===== config.mk =====
export PLATFORM = sky130hd
export DESIGN_NAME = pixel_feeder
export DESIGN_NICKNAME = d
export VERILOG_FILES = /design/src/rtl/pixel_feeder.sv
export SDC_FILE = /design/constraint.sdc
export NUM_CORES = 1
export LEC_CHECK = 0
export ABC_AREA = 1
export BUFFER_PORTS_ARGS = -buffer_cell sky130_fd_sc_hd__clkbuf_2
export CORE_MARGIN = 2
export CORE_UTILIZATION = 60
export CTS_BUF_LIST = sky130_fd_sc_hd__clkbuf_4 sky130_fd_sc_hd__clkbuf_8
export CTS_CLUSTER_SIZE = 24
export DETAILED_ROUTE_END_ITERATION = 12
export GPL_TIMING_DRIVEN = 1
export PLACE_DENSITY = 0.95
export SLEW_MARGIN = 40
export SYNTH_ARGS = -nofsm -noshare
export SYNTH_HDL_FRONTEND = slang
export SYNTH_SLANG_ARGS = --single-unit

===== constraint.sdc =====
create_clock -name clk -period 5.3 [get_ports clk]
set_input_delay 0.265 -clock clk [delete_from_list [all_inputs] [get_ports clk]]
set_output_delay 0.265 -clock clk [all_outputs]
set_load 0.01 [all_outputs]

===== src/rtl/pixel_feeder.sv =====
// Streams a latched binary pixel vector as Q8.24 beats with a valid/ready handshake.
// Define PIXEL_FEEDER_SKIP_ZERO_EN to suppress beats for zero pixels.
module pixel_feeder #(
  parameter int unsigned DWIDTH = 32,
  parameter int unsigned IWIDTH = 64,
  parameter int unsigned AWIDTH = 6
) (
  input  logic              clk,
  input  logic              rst_n,
  input  logic              start,
  input  logic [IWIDTH-1:0] pix_vec,
  output logic              busy,
  output logic              done,
  output logic              out_valid,
  input  logic              out_ready,
  output logic [DWIDTH-1:0] out_data,
  output logic [AWIDTH-1:0] out_idx,
  output logic              out_last
);

  localparam logic [DWIDTH-1:0] ONE_Q     = DWIDTH'(32'h0100_0000);
  localparam logic [AWIDTH-1:0] LAST_IDX  = AWIDTH'(IWIDTH - 1);

  typedef enum logic [1:0] {IDLE, STREAM, DONE} state_t;

  state_t            state, state_d;
  logic [AWIDTH-1:0] cnt, cnt_d;
  logic [IWIDTH-1:0] pix, pix_d;

  logic              cur_valid, cur_last, accept;
  logic              nxt_valid, nxt_last, in_stream_d;
  logic              busy_d, done_d, valid_d, last_d;
  logic [DWIDTH-1:0] data_d;
  logic [AWIDTH-1:0] idx_d;

  // State, counter, pixel register and registered outputs
  always_ff @(posedge clk) begin
    if (!rst_n) begin
      state     <= IDLE;
      cnt       <= '0;
      pix       <= '0;
      busy      <= 1'b0;
      done      <= 1'b0;
      out_valid <= 1'b0;
      out_data  <= '0;
      out_idx   <= '0;
      out_last  <= 1'b0;
    end else begin
      state     <= state_d;
      cnt       <= cnt_d;
      pix       <= pix_d;
      busy      <= busy_d;
      done      <= done_d;
      out_valid <= valid_d;
      out_data  <= data_d;
      out_idx   <= idx_d;
      out_last  <= last_d;
    end
  end

  // Next state plus next-cycle output values derived from it
  always_comb begin
    state_d   = state;
    cnt_d     = cnt;
    pix_d     = pix;
`ifdef PIXEL_FEEDER_SKIP_ZERO_EN
    cur_valid = (state == STREAM) && pix[cnt];
    cur_last  = ((pix >> cnt) >> 1) == '0;
`else
    cur_valid = (state == STREAM);
    cur_last  = (cnt == LAST_IDX);
`endif
    accept    = cur_valid && out_ready;

    unique case (state)
      IDLE: begin
        if (start) begin
          pix_d   = pix_vec;
          cnt_d   = '0;
          state_d = STREAM;
        end
      end
      STREAM: begin
        if (accept) begin
          if (cur_last) state_d = DONE;
          else          cnt_d   = cnt + AWIDTH'(1);
        end else if (!cur_valid) begin
          // Zero pixel in skip mode: walk past it without a beat
          if (cnt == LAST_IDX) state_d = DONE;
          else                 cnt_d   = cnt + AWIDTH'(1);
        end
      end
      DONE:    state_d = IDLE;
      default: state_d = IDLE;
    endcase

`ifdef PIXEL_FEEDER_SKIP_ZERO_EN
    nxt_valid = pix_d[cnt_d];
    nxt_last  = ((pix_d >> cnt_d) >> 1) == '0;
`else
    nxt_valid = 1'b1;
    nxt_last  = (cnt_d == LAST_IDX);
`endif
    in_stream_d = (state_d == STREAM);
    busy_d      = (state_d != IDLE);
    done_d      = (state_d == DONE);
    valid_d     = in_stream_d && nxt_valid;
    last_d      = in_stream_d && nxt_valid && nxt_last;
    data_d      = (in_stream_d && pix_d[cnt_d]) ? ONE_Q : '0;
    idx_d       = in_stream_d ? cnt_d : '0;
  end

endmodule


# --- Word-level counts from Yosys, hierarchy flattened ---
# Index checks and enable logic that the tools add are counted.
# W data, S select, Z words.
word_totals:
  ff_bits: 114
  inputBits: 68
  output_inout_bits: 42
  word_cells: 35
classes:
  addsub: 1
  order_cmp: 1
  eq_ne: 5
  muxes: 13
  n_reduce_logical: 6
op_table:
  columns: ["operator", "n"]
  rows:
  - ["$mux W64", 2]
  - ["$mux W25", 1]
  - ["$mux W6", 3]
  - ["$eq A6 B6 Y1 const B", 2]
  - ["$pmux W6 S2", 1]
  - ["$lt A6 B7 Y1 const B", 1]
  - ["$add A6 B1 Y6 const B", 1]
  - ["$bmux W1 S6", 1]
  - ["$mux W2", 3]
  - ["$eq A2 B1 Y1 const B", 2]
  - ["$pmux W2 S2", 1]
  - ["$logic_and A1 B1 Y1", 3]
  - ["$eq A2 B2 Y1 const B", 1]
  - ["$logic_not A2 Y1", 1]
  - ["$reduce_and A2 Y1", 1]
  - ["$reduce_bool A2 Y1", 1]
  - ["$mux W1", 1]

# --- Depth between registers and ports, before layout ---
# Gate-level depths: netlist of the first run.
depth:
  depth_word: 8
  depth_mapped: 18
  depth_no_buf: 17

# --- Worst setup path after synthesis of the first run ---
# Ideal clock, no wire load.
synth_path:
  kind: "flip-flop to flip-flop"
  startpoint: "register cnt[0]"
  endpoint: "register out_data[24]"
  setup_time_ns: 0.116
  arrival_time_ns: 1.786
  t_required_ns: 5.184
  path_slack_ns: 3.398
  stages_incl_launch_ff: 18
  n_path_buf: 1
  period_less_slack_ns: 1.902
  cell_sequence: "dfxtp_1 > ha_1 > inv_1 > nor2_2 > nand2_2 > nand2_4 > nand2_1 > nand2_2 > nor2_8 > inv_2 > buf_6 > nand3_1 > nand3_1 > nand3_1 > nand2_1 > nand2_1 > nor2_1 > a21oi_1"
synth_between:
  elab_chain_len: 8
  elab_cells_between_ends: 14
  classes_between: "add/sub: 1; eq/ne: 2; mux: 10; reduce/logical: 1"
synth_rtl:
  columns: ["element", "line_no", "text"]
  rows:
  - ["from (decl)", "27", "logic [AWIDTH-1:0] cnt, cnt_d;"]
  - ["from (signal assigned)", "50", "cnt <= cnt_d;"]
  - ["$add A6 B1 Y6 / $eq A6 B6 Y1 (equally long branches)", null, null]
  - ["$mux W6", "85, 89", null]
  - ["$mux W6", "84", "if (accept) begin"]
  - ["$pmux W6 S2", "75", "unique case (state)"]
  - ["$bmux W1 S6", "109", "data_d = (in_stream_d && pix_d[cnt_d]) ? ONE_Q : '0;"]
  - ["$mux W1 (not written as such)", "109", null]
  - ["$logic_and A1 B1 Y1 *", "109", null]
  - ["$mux W25 *", "109", null]
  - ["to (signal assigned)", "55", "out_data <= data_d;"]
  - ["to (decl)", "16", "output logic [DWIDTH-1:0] out_data,"]
# Mark *: on every way between the ends. The rest lies on a longest branch, timed or not. The select of a mux whose other input is x is not followed.
# A chain may end at the register's enable or synchronous reset.

# --- Worst setup path after layout of the first run ---
layout_path:
  startpoint: "register state[1]"
  endpoint: "register out_data[24]"
layout_between:
  elab_chain_len: 8
  elab_cells_between_ends: 15
  classes_between: "eq/ne: 2; mux: 10; reduce/logical: 3"
layout_rtl:
  columns: ["element", "line_no", "text"]
  rows:
  - ["from (decl)", "26", "state_t state, state_d;"]
  - ["from (signal assigned)", "49", "state <= state_d;"]
  - ["$eq A2 B1 Y1", "70, 75", null]
  - ["$logic_and A1 B1 Y1", "73", "accept = cur_valid && out_ready;"]
  - ["$mux W6", "84", null]
  - ["$pmux W6 S2", "75", null]
  - ["$bmux W1 S6", "109", null]
  - ["$mux W1 (not written as such)", "109", null]
  - ["$logic_and A1 B1 Y1 *", "109", null]
  - ["$mux W25 *", "109", null]
# Marks and branches as above.

==> results.yml, run 1 <==
timing:
  maxClockFrequency_ghz: 0.353
  setup-tns-final_ns: 0
  finalCriticalPeriod_ns: 2.83
  rsz0062_at_grt: "false"
  hold_viol: 0
  fin_crit_sh: 0.534
  slew_violations: 0
  tightest_slew_ns: 0.764
  skew_ns: 0.00643
  setup_viol: 0
  relSlewSlack: 0.490
detailed_routing:
  wl_um: 10500
  via_per_inst: 5.22
  dr.pass1.iters: 5
  drc: 0
  wire_per_inst_um: 13.7
  via_count: 3990
  drt-initial-drc-count: 320
  ant_nets: 0
final_layout:
  final_common_cell: "nand2_1"
  fin_nets: 729
  drive_above_1_share: 0.253
  regArea_um2: 1660
  syn_to_final_growth_pct: 11.5
  fillers: 578
  mostFrequentLayoutCells: "94 x nand2_1, 85 x nor2_1, 83 x dfxtp_1, 78 x clkbuf_2, 58 x inv_1"
  multiInputGateArea_um2: 2200
  num_antenna_cells: 0
  final_cells: 764
yosys:
  yosys_register_bits: 83
  async_flop_share: 0
  synth-seq-area-share: 0.378
  yosysUniqueCellTypes: 36
  synth_ff_type: "dfxtp_1"
  syn_area_um2: 4390
  yosysWarnings: 0
  synth.avg_cell_area_um2: 7.36
  syn_inst: 597
  synth_edf_count: 0
worst_setup_path:
  cp_max_fo: 54
  crit_type: "reg -> reg"
  worstPathArrival_ns: 3.13
  worstSetupEndpointType: "flip-flop"
  crit_path_start_kind: "flip-flop"
  crit_required_ns: 5.59
cts:
  cts_hold_buf: 0
  cts_buffers: 9
  cts_setup_buffers: 0
  cts_tree: "yes"
  h-tree-depth: 3
  clk-insertion-delay-late_ns: 0.36
  clkSinkCount: 83
  cts_resized: 0
  clk_pin_slew_worst_paths_ns: 0.08
  clock_path_buffers: 2
  root_buffer: "clkbuf_8"
die:
  die_h_um: 89.6
  fp.dieArea_um2: 8020
  ios: 110
  die_x_um: 89.6
  coreArea_um2: 7180
  start_util: 0.612
  num_rows: 31
placement:
  dp.cells: 748
  place.gp.congestion: 0.904
  post-dp-hpwl_um: 7120
  io_buffers: 78
global_route:
  grt_max_degree: 76
  grt_pass1_vias: 3824
  grt_usage: 0.280
  gr-total-overflow: 0
  grt_pass1_wl_um: 17300
  antenna_found_initial: 0
status:
  outcome: "completed"
job:
  max_cap_viol_count: 0
power_and_ir_drop:
  p_total_mw: 1.60
  leakage_nw: 2.46
  vdd.ir_drop.worst_v: 0.000166
  powerDensity_nw_per_um2: 327
min_path:
  hold_class: "in -> reg"
## path summary, 6_finish.rpt
check / start / to / slack (ns) / cells past startpoint
worst min-delay path: pix_vec[40] / pix[40] / 0.16 / 3
worst min register to register: pix[8] / pix[8] / 0.48 / 2
worst max register to register: state[1] / out_data[24] / 2.47 / 13
worst max-delay path: state[1] / out_data[24] / 2.47 / 13
## layer usage
layer  global-route usage  wire (um)  up-vias
met3               0.0554        814       37
li1                     -          -     1940
met2                0.468       5080      218
met4                0.152        433        0
met5                    0          0        -
met1                0.338       4170     1795
## Yosys cell counts, types with 2 or more instances
library cell	instances	area share
buf_4	33	0.056
inv_2	5	0.0043
o21ai_1	2	0.0023
nor4_1	3	0.0043
or2_1	5	0.0071
or2_2	44	0.063
dfxtp_1	83	0.38
nor2_1	85	0.073
nor2_8	2	0.0091
a21oi_1	9	0.010
inv_1	59	0.050
clkbuf_1	9	0.0077
nor2_2	3	0.0043
nand2_4	4	0.010
nand2_2	8	0.011
o21ai_0	8	0.0091
nand3_1	53	0.060
mux2i_1	10	0.023
nand2_1	94	0.080
o21a_1	45	0.077
clkbuf_2	3	0.0034
buf_2	7	0.0080
o211ai_1	5	0.0085
buf_6	6	0.015
## stage by stage
stage,utilization,area (um^2),hold slack (ns),setup WS (ns)
finish,0.683,4900,0.156,2.47
global route,0.683,4900,0.177,2.16
CTS,0.683,4900,0.151,2.56
detailed placement,0.646,4640,0.466,2.62
global placement,0.646,4640,0.461,2.70
floorplan,-,4510,0.428,3.40
## logic make-up after synthesis
family / count (synthesis) / synth area share
compound gates: 72 / 0.113
xor+xnor: 1 / 0.00199
fa+ha+maj: 1 / 0.00285
buf+inv: 123 / 0.146
flops: 83 / 0.378
mux: 10 / 0.0228
other cells: 1 / 0.000854
simple gates: 306 / 0.334
## flip-flops by register name, summed over array words and instances, names as in the netlist
register and flops:
done 1, out_last 1, busy 1, out_valid 1
pix 64, state 2, out_idx 6, cnt 6
out_data 1
## final cells by class
class | count | share of cell area
well taps | 99 | 0.0253
clock buffers | 11 | 0.0283
inverters | 65 | 0.0498
multi-input cells | 421 | 0.449
clock inverters | 5 | 0.0255
repair buffers | 80 | 0.0827
flip-flops and latches | 83 | 0.339
## critical path: stages (launching register included)
cell     delay (ns)
dfxtp_1        0.35
nor2_1         0.14
nand2_2        0.39
inv_2          0.72
o21ai_0        0.25
nand3_1        0.14
nand3_1        0.08
nand3_1        0.12
nand2_1        0.07
nor2_1         0.15
nand2_1        0.07
nand2_1        0.07
nand2_1        0.06
a21oi_1        0.12
## power by group
| group | total, mW | switching, mW | internal [mW] |
|---|---|---|---|
| Sequential | 0.681 | 0.0135 | 0.668 |
| Clock | 0.599 | 0.228 | 0.371 |
| Combinational | 0.322 | 0.194 | 0.129 |
| Total | 1.60 | 0.435 | 1.17 |
No activity file was read; power rests on OpenSTA's default activity.
==> run 2: changes to the inputs <==
CORE_UTILIZATION = 55   (was 60)
PLACE_DENSITY = 0.9   (was 0.95)
clock period = 2.7 ns   (was 5.3 ns; I/O delays follow)
==> run 2 against run 1 <==
Compared with the run above:
- core utilization down 4.7 points
- die area up 8.7%
- power up 88%
- sequential share of layout area down 0.086 points
- combinational power up 99%
- non-clock buffer count up 3
- flip-flop and latch count unchanged
- clock power up 74%
- critical path type unchanged
- critical path depth up 2
- largest cell class unchanged
- global-route usage down 3.3 points
==> results.yml, run 2 (synthesized netlist as in run 1, its figures left out) <==
final_layout:
  fillers: 670
  mostFrequentLayoutCells: "94 x nand2_1, 85 x nor2_1, 83 x dfxtp_1, 78 x clkbuf_2, 58 x inv_1"
  final_cells: 770
  syn_to_final_growth_pct: 11.8
  final_common_cell: "nand2_1"
  regArea_um2: 1660
  fin_nets: 732
  largestRegisters: "pix: 64 flops, cnt: 6 flops, out_idx: 6 flops"
  design_area_um2: 4910
  num_antenna_cells: 0
  largest-register: "pix"
  drive_above_1_share: 0.254
  final_core_util: 0.636
  multiInputGateArea_um2: 2210
  largest_reg_flops: 64
power_and_ir_drop:
  p_total_mw: 3.02
  vdd.ir_drop.worst_v: 0.000572
  leakage_nw: 2.47
  powerDensity_nw_per_um2: 614
global_route:
  antenna_found_initial: 0
  gr-total-overflow: 0
  grt_pass1_wl_um: 17100
  grt_max_degree: 75
  grt_usage: 0.247
  grt_pass1_vias: 3825
placement:
  post-dp-hpwl_um: 6910
  place.gp.congestion: 0.866
  dp.cells: 753
  io_buffers: 78
  placed_cell_area_um2: 4670
  dp_slack_ns: 0.342
timing:
  setup-tns-final_ns: 0
  tightest_slew_ns: 0.755
  relSlewSlack: 0.497
  rsz0062_at_grt: "false"
  hold_viol: 0
  slew_violations: 0
  maxClockFrequency_ghz: 0.426
  skew_ns: 0.00958
  setup_ws_ns: 0.350
  finalCriticalPeriod_ns: 2.35
  whs_ns: 0.0217
  setup_viol: 0
  fin_crit_sh: 0.870
cts:
  clock_path_buffers: 2
  h-tree-depth: 3
  clk-insertion-delay-late_ns: 0.37
  clkSinkCount: 83
  root_buffer: "clkbuf_8"
  cts_setup_buffers: 0
  clk_pin_slew_worst_paths_ns: 0.09
  cts_buffers: 9
  cts_tree: "yes"
worst_setup_path:
  cp_max_fo: 18
  r2r_setup_slack_ns: 0.35
  crit_path_start_kind: "flip-flop"
  crit_chain: "ha_1 > inv_1 > nor2_2 > nand2_2 > nand2_4 > nor2_2 > nor2_8 > inv_2 > nand3_1 > nand3_1 > nand3_1 > nand2_1 > nand2_1 > nand2_1 > a21oi_1"
  worstSetupStartpoint: "cnt[0]"
  crit_slowest_cell: "dfxtp_1"
  r2r-end: "out_data[24]"
  reg2reg_depth: 15
  crit_required_ns: 3.00
  worstSetupEndpoint: "out_data[24]"
  worstPathArrival_ns: 2.65
  crit_type: "reg -> reg"
  r2r-start: "cnt[0]"
  cpPeakStageDelay_ns: 0.45
  worstSetupEndpointType: "flip-flop"
die:
  fp.dieArea_um2: 8720
  start_util: 0.568
  ios: 110
  coreArea_um2: 7730
  num_rows: 32
  die_h_um: 93.4
  die_x_um: 93.4
detailed_routing:
  drt-initial-drc-count: 293
  ant_nets: 0
  drc: 0
  wl_um: 10200
  dr.pass1.iters: 5
  wire_per_inst_um: 13.2
  via_per_inst: 5.03
  via_count: 3870
min_path:
  hold_class: "in -> reg"
  min_path_cells: 3
job:
  max_cap_viol_count: 0
status:
  outcome: "completed"
## run 2: cell types whose count changed in the layout (fill, tap and decap cells not counted), sizes merged
cell         before  now
inv              64   68
bufinv            4    2
buf               2    4
dlygate4sd3       0    1
clkbuf           89   87
## run 2: power by group
part	switching, mW	leakage [nW]	internal, mW
Clock	0.501	0.117	0.539
Sequential	0.0247	0.685	1.31
Combinational	0.381	1.67	0.260
Total	0.907	2.47	2.11
## run 2: routing by layer
metal  track usage  wire length [um]  part of all wire  vias to the layer above
li1              -                 -                 -                     1944
met1         0.304              4430              0.44                     1758
met2         0.417              4950              0.49                      147
met3        0.0572               591             0.058                       21
met4        0.0956               199             0.020                        0
met5             0                 0                 0                        -
## run 2: worst max-delay path, delay by kind of cell, from the launching register on
family          cells  cell delay [ns]
flops               1             0.45
simple gates       11             1.25
compound gates      1             0.12
fa+ha+maj           1             0.21
buf+inv             2             0.27
## run 2: what timing repair did
action / 4_1_cts / 5_1_grt
hold endpoints to repair: 1 / 0
endpoints found under the setup margin: 0 / 1
hold buffers: 1 / 0
gates resized for setup: 0 / 1
## run 2: worst min path at each step
stage,startpoint,end,slack [ns]
6_report,pix_vec[41],pix[41],0.02
5_1_grt,pix_vec[58],pix[58],0.04
4_1_cts,pix_vec[41],pix[41],0.02
3_5_place_dp,rst_n,state[0],0.39
3_3_place_gp,rst_n,state[0],0.38
2_1_floorplan,pix_vec[12],pix[12],0.30
## run 2: final cells by class
cell class,instances,share of cell area
multi-input cells,421,0.449
well taps,102,0.0260
repair buffers,83,0.0902
inverters,65,0.0497
clock buffers,9,0.0252
clock inverters,7,0.0217
flip-flops and latches,83,0.338
==> run 3: changes to the inputs <==
BUFFER_PORTS_ARGS = not set   (was -buffer_cell sky130_fd_sc_hd__clkbuf_2)
CORE_UTILIZATION = 35   (was 55)
DONT_BUFFER_PORTS = 1   (was not set)
PLACE_DENSITY = 0.57   (was 0.9)
==> run 3 against run 2 <==
Compared with the run above:
- flip-flop and latch count is the same
- routed wire length grew 5.0%
- global-route usage shrank 8.2 points
- critical endpoint unchanged
- final area shrank 3.2%
- clock power shrank 11%
- critical path type unchanged
- non-clock buffer count shrank 59
- clock-buffer cell count grew 3
- via count shrank 8.7%
- clock skew grew 0.0070 ns
- power shrank 5.1%
==> results.yml, run 3 (synthesized netlist as in run 1, its figures left out) <==
status:
  outcome: "completed"
detailed_routing:
  via_per_inst: 4.55
  via_count: 3535
  drc: 0
  wire_per_inst_um: 13.7
  wl_um: 10700
  dr.pass1.iters: 4
  drt-initial-drc-count: 179
  ant_nets: 0
die:
  start_util: 0.363
  num_rows: 40
  die_x_um: 116
  die_h_um: 116
  fp.dieArea_um2: 13500
  ios: 110
  coreArea_um2: 12100
final_layout:
  syn_to_final_growth_pct: 8.23
  final_common_cell: "nand2_1"
  drive_above_1_share: 0.156
  largest-register: "pix"
  design_area_um2: 4750
  largest_reg_flops: 64
  mostFrequentLayoutCells: "94 x nand2_1, 85 x nor2_1, 83 x dfxtp_1, 58 x inv_1, 53 x nand3_1"
  largestRegisters: "pix: 64 flops, cnt: 6 flops, out_idx: 6 flops"
  num_antenna_cells: 0
  final_cells: 777
  fin_nets: 673
timing:
  hold_viol: 0
  setup_ws_ns: 0.337
  maxClockFrequency_ghz: 0.423
  slew_violations: 0
  tightest_slew_ns: 0.775
  setup_viol: 0
  setup-tns-final_ns: 0
  skew_ns: 0.0166
  rsz0062_at_grt: "false"
  fin_crit_sh: 0.875
  finalCriticalPeriod_ns: 2.36
  relSlewSlack: 0.483
worst_setup_path:
  crit_buf_inv: 1
  crit_slowest_cell: "dfxtp_1"
  worstSetupEndpointType: "flip-flop"
  cpPeakStageDelay_ns: 0.43
  cp_max_fo: 30
  crit_type: "reg -> reg"
  crit_path_start_kind: "flip-flop"
  r2r-end: "out_data[24]"
  crit_chain: "ha_1 > inv_1 > nor2_2 > nand2_2 > nand3_2 > nand2_1 > nand2_2 > nand2_2 > nand2_1 > nand3_1 > nand3_1 > nand2_1 > nor2_1 > nand2_1 > nand2_1 > nand2_1 > a21oi_1"
  r2r-start: "cnt[0]"
  r2r_setup_slack_ns: 0.34
  cpMostUsedCell: "nand2_1"
  worstPathArrival_ns: 2.66
  crit_family: "simple AND/OR/NAND/NOR gates"
  worstSetupStartpoint: "cnt[0]"
  reg2reg_depth: 17
  crit_required_ns: 3.00
cts:
  cts_setup_buffers: 0
  clk_pin_slew_worst_paths_ns: 0.09
  clk-insertion-delay-late_ns: 0.37
  clock_path_buffers: 2
  cts_buffers: 9
  root_buffer: "clkbuf_8"
  h-tree-depth: 3
  cts_tree: "yes"
  clkSinkCount: 83
global_route:
  antenna_found_initial: 0
  grt_pass1_vias: 3333
  grt_max_degree: 75
  grt_pass1_wl_um: 17100
  grt_usage: 0.165
  gr-total-overflow: 0
placement:
  placed_cell_area_um2: 4380
  dp.cells: 744
  io_buffers: 0
  place.gp.congestion: 0.772
  post-dp-hpwl_um: 7570
  dp_slack_ns: 0.349
power_and_ir_drop:
  leakage_nw: 2.20
  powerDensity_nw_per_um2: 602
  p_total_mw: 2.86
  vdd.ir_drop.worst_v: 0.000275
job:
  max_cap_viol_count: 0
min_path:
  min_to: "pix[62]"
  min_path_cells: 3
  hold_class: "in -> reg"
  hp-start: "pix_vec[62]"
==> run 3: cell types whose count changed in the layout (fill, tap and decap cells not counted), moves of 2 or more <==
cell,previous run,this run
dlygate4sd3_1,1,17
clkbuf_2,78,0
inv_6,3,0
buf_4,3,6
clkinvlp_4,0,2
clkbuf_4,0,2
==> run 3: worst max path at each step <==
stage	cells after the start	slack, ns	end
2_1_floorplan	17	0.80	out_data[24]
3_3_place_gp	17	0.42	out_data[24]
3_5_place_dp	17	0.35	out_data[24]
4_1_cts	17	0.32	out_data[24]
5_1_grt	16	0.02	out_data[24]
6_report	17	0.34	out_data[24]
==> run 3: repair_timing <==
| action | 4_1_cts | 5_1_grt |
|---|---|---|
| resized for setup | 0 | 0 |
| hold buffers | 17 | 0 |
| hold endpoints to repair | 17 | 0 |
==> run 3: layout make-up <==
cell class,instances,area [um^2]
Sequential cell,83,1660
Multi-Input combinational cell,421,2200
Tap cell,168,210
Inverter,65,244
Fill cell,1304,7360
Clock inverter,4,50.0
Timing Repair Buffer,24,235
Clock buffer,12,153
==> run 3: metal layers <==
metal / up-vias / routed length, um / global-route usage
met5: - / 0 / 0
met4: 0 / 297 / 0.0738
met3: 22 / 762 / 0.0591
met2: 101 / 4620 / 0.247
met1: 1592 / 4990 / 0.214
li1: 1820 / - / -
==> run 3: stage by stage <==
stage / util / hold slack, ns
finish: 0.393 / 0.0164
global route: 0.393 / 0.0160
CTS: 0.393 / 0.00376
detailed placement: 0.362 / 0.301
global placement: 0.362 / 0.293
floorplan: - / 0.298
==> run 3: power breakdown <==
group	total [mW]	leakage, nW	internal [mW]	switching [mW]
registers	1.34	0.685	1.31	0.0286
clock network	0.929	0.0994	0.472	0.457
logic	0.594	1.42	0.241	0.353
==> run 3: tightest hold or removal path: stages <==
cell and delay [ns]:
o21a_1 0.12, inv_1 0.04, nor2_1 0.06
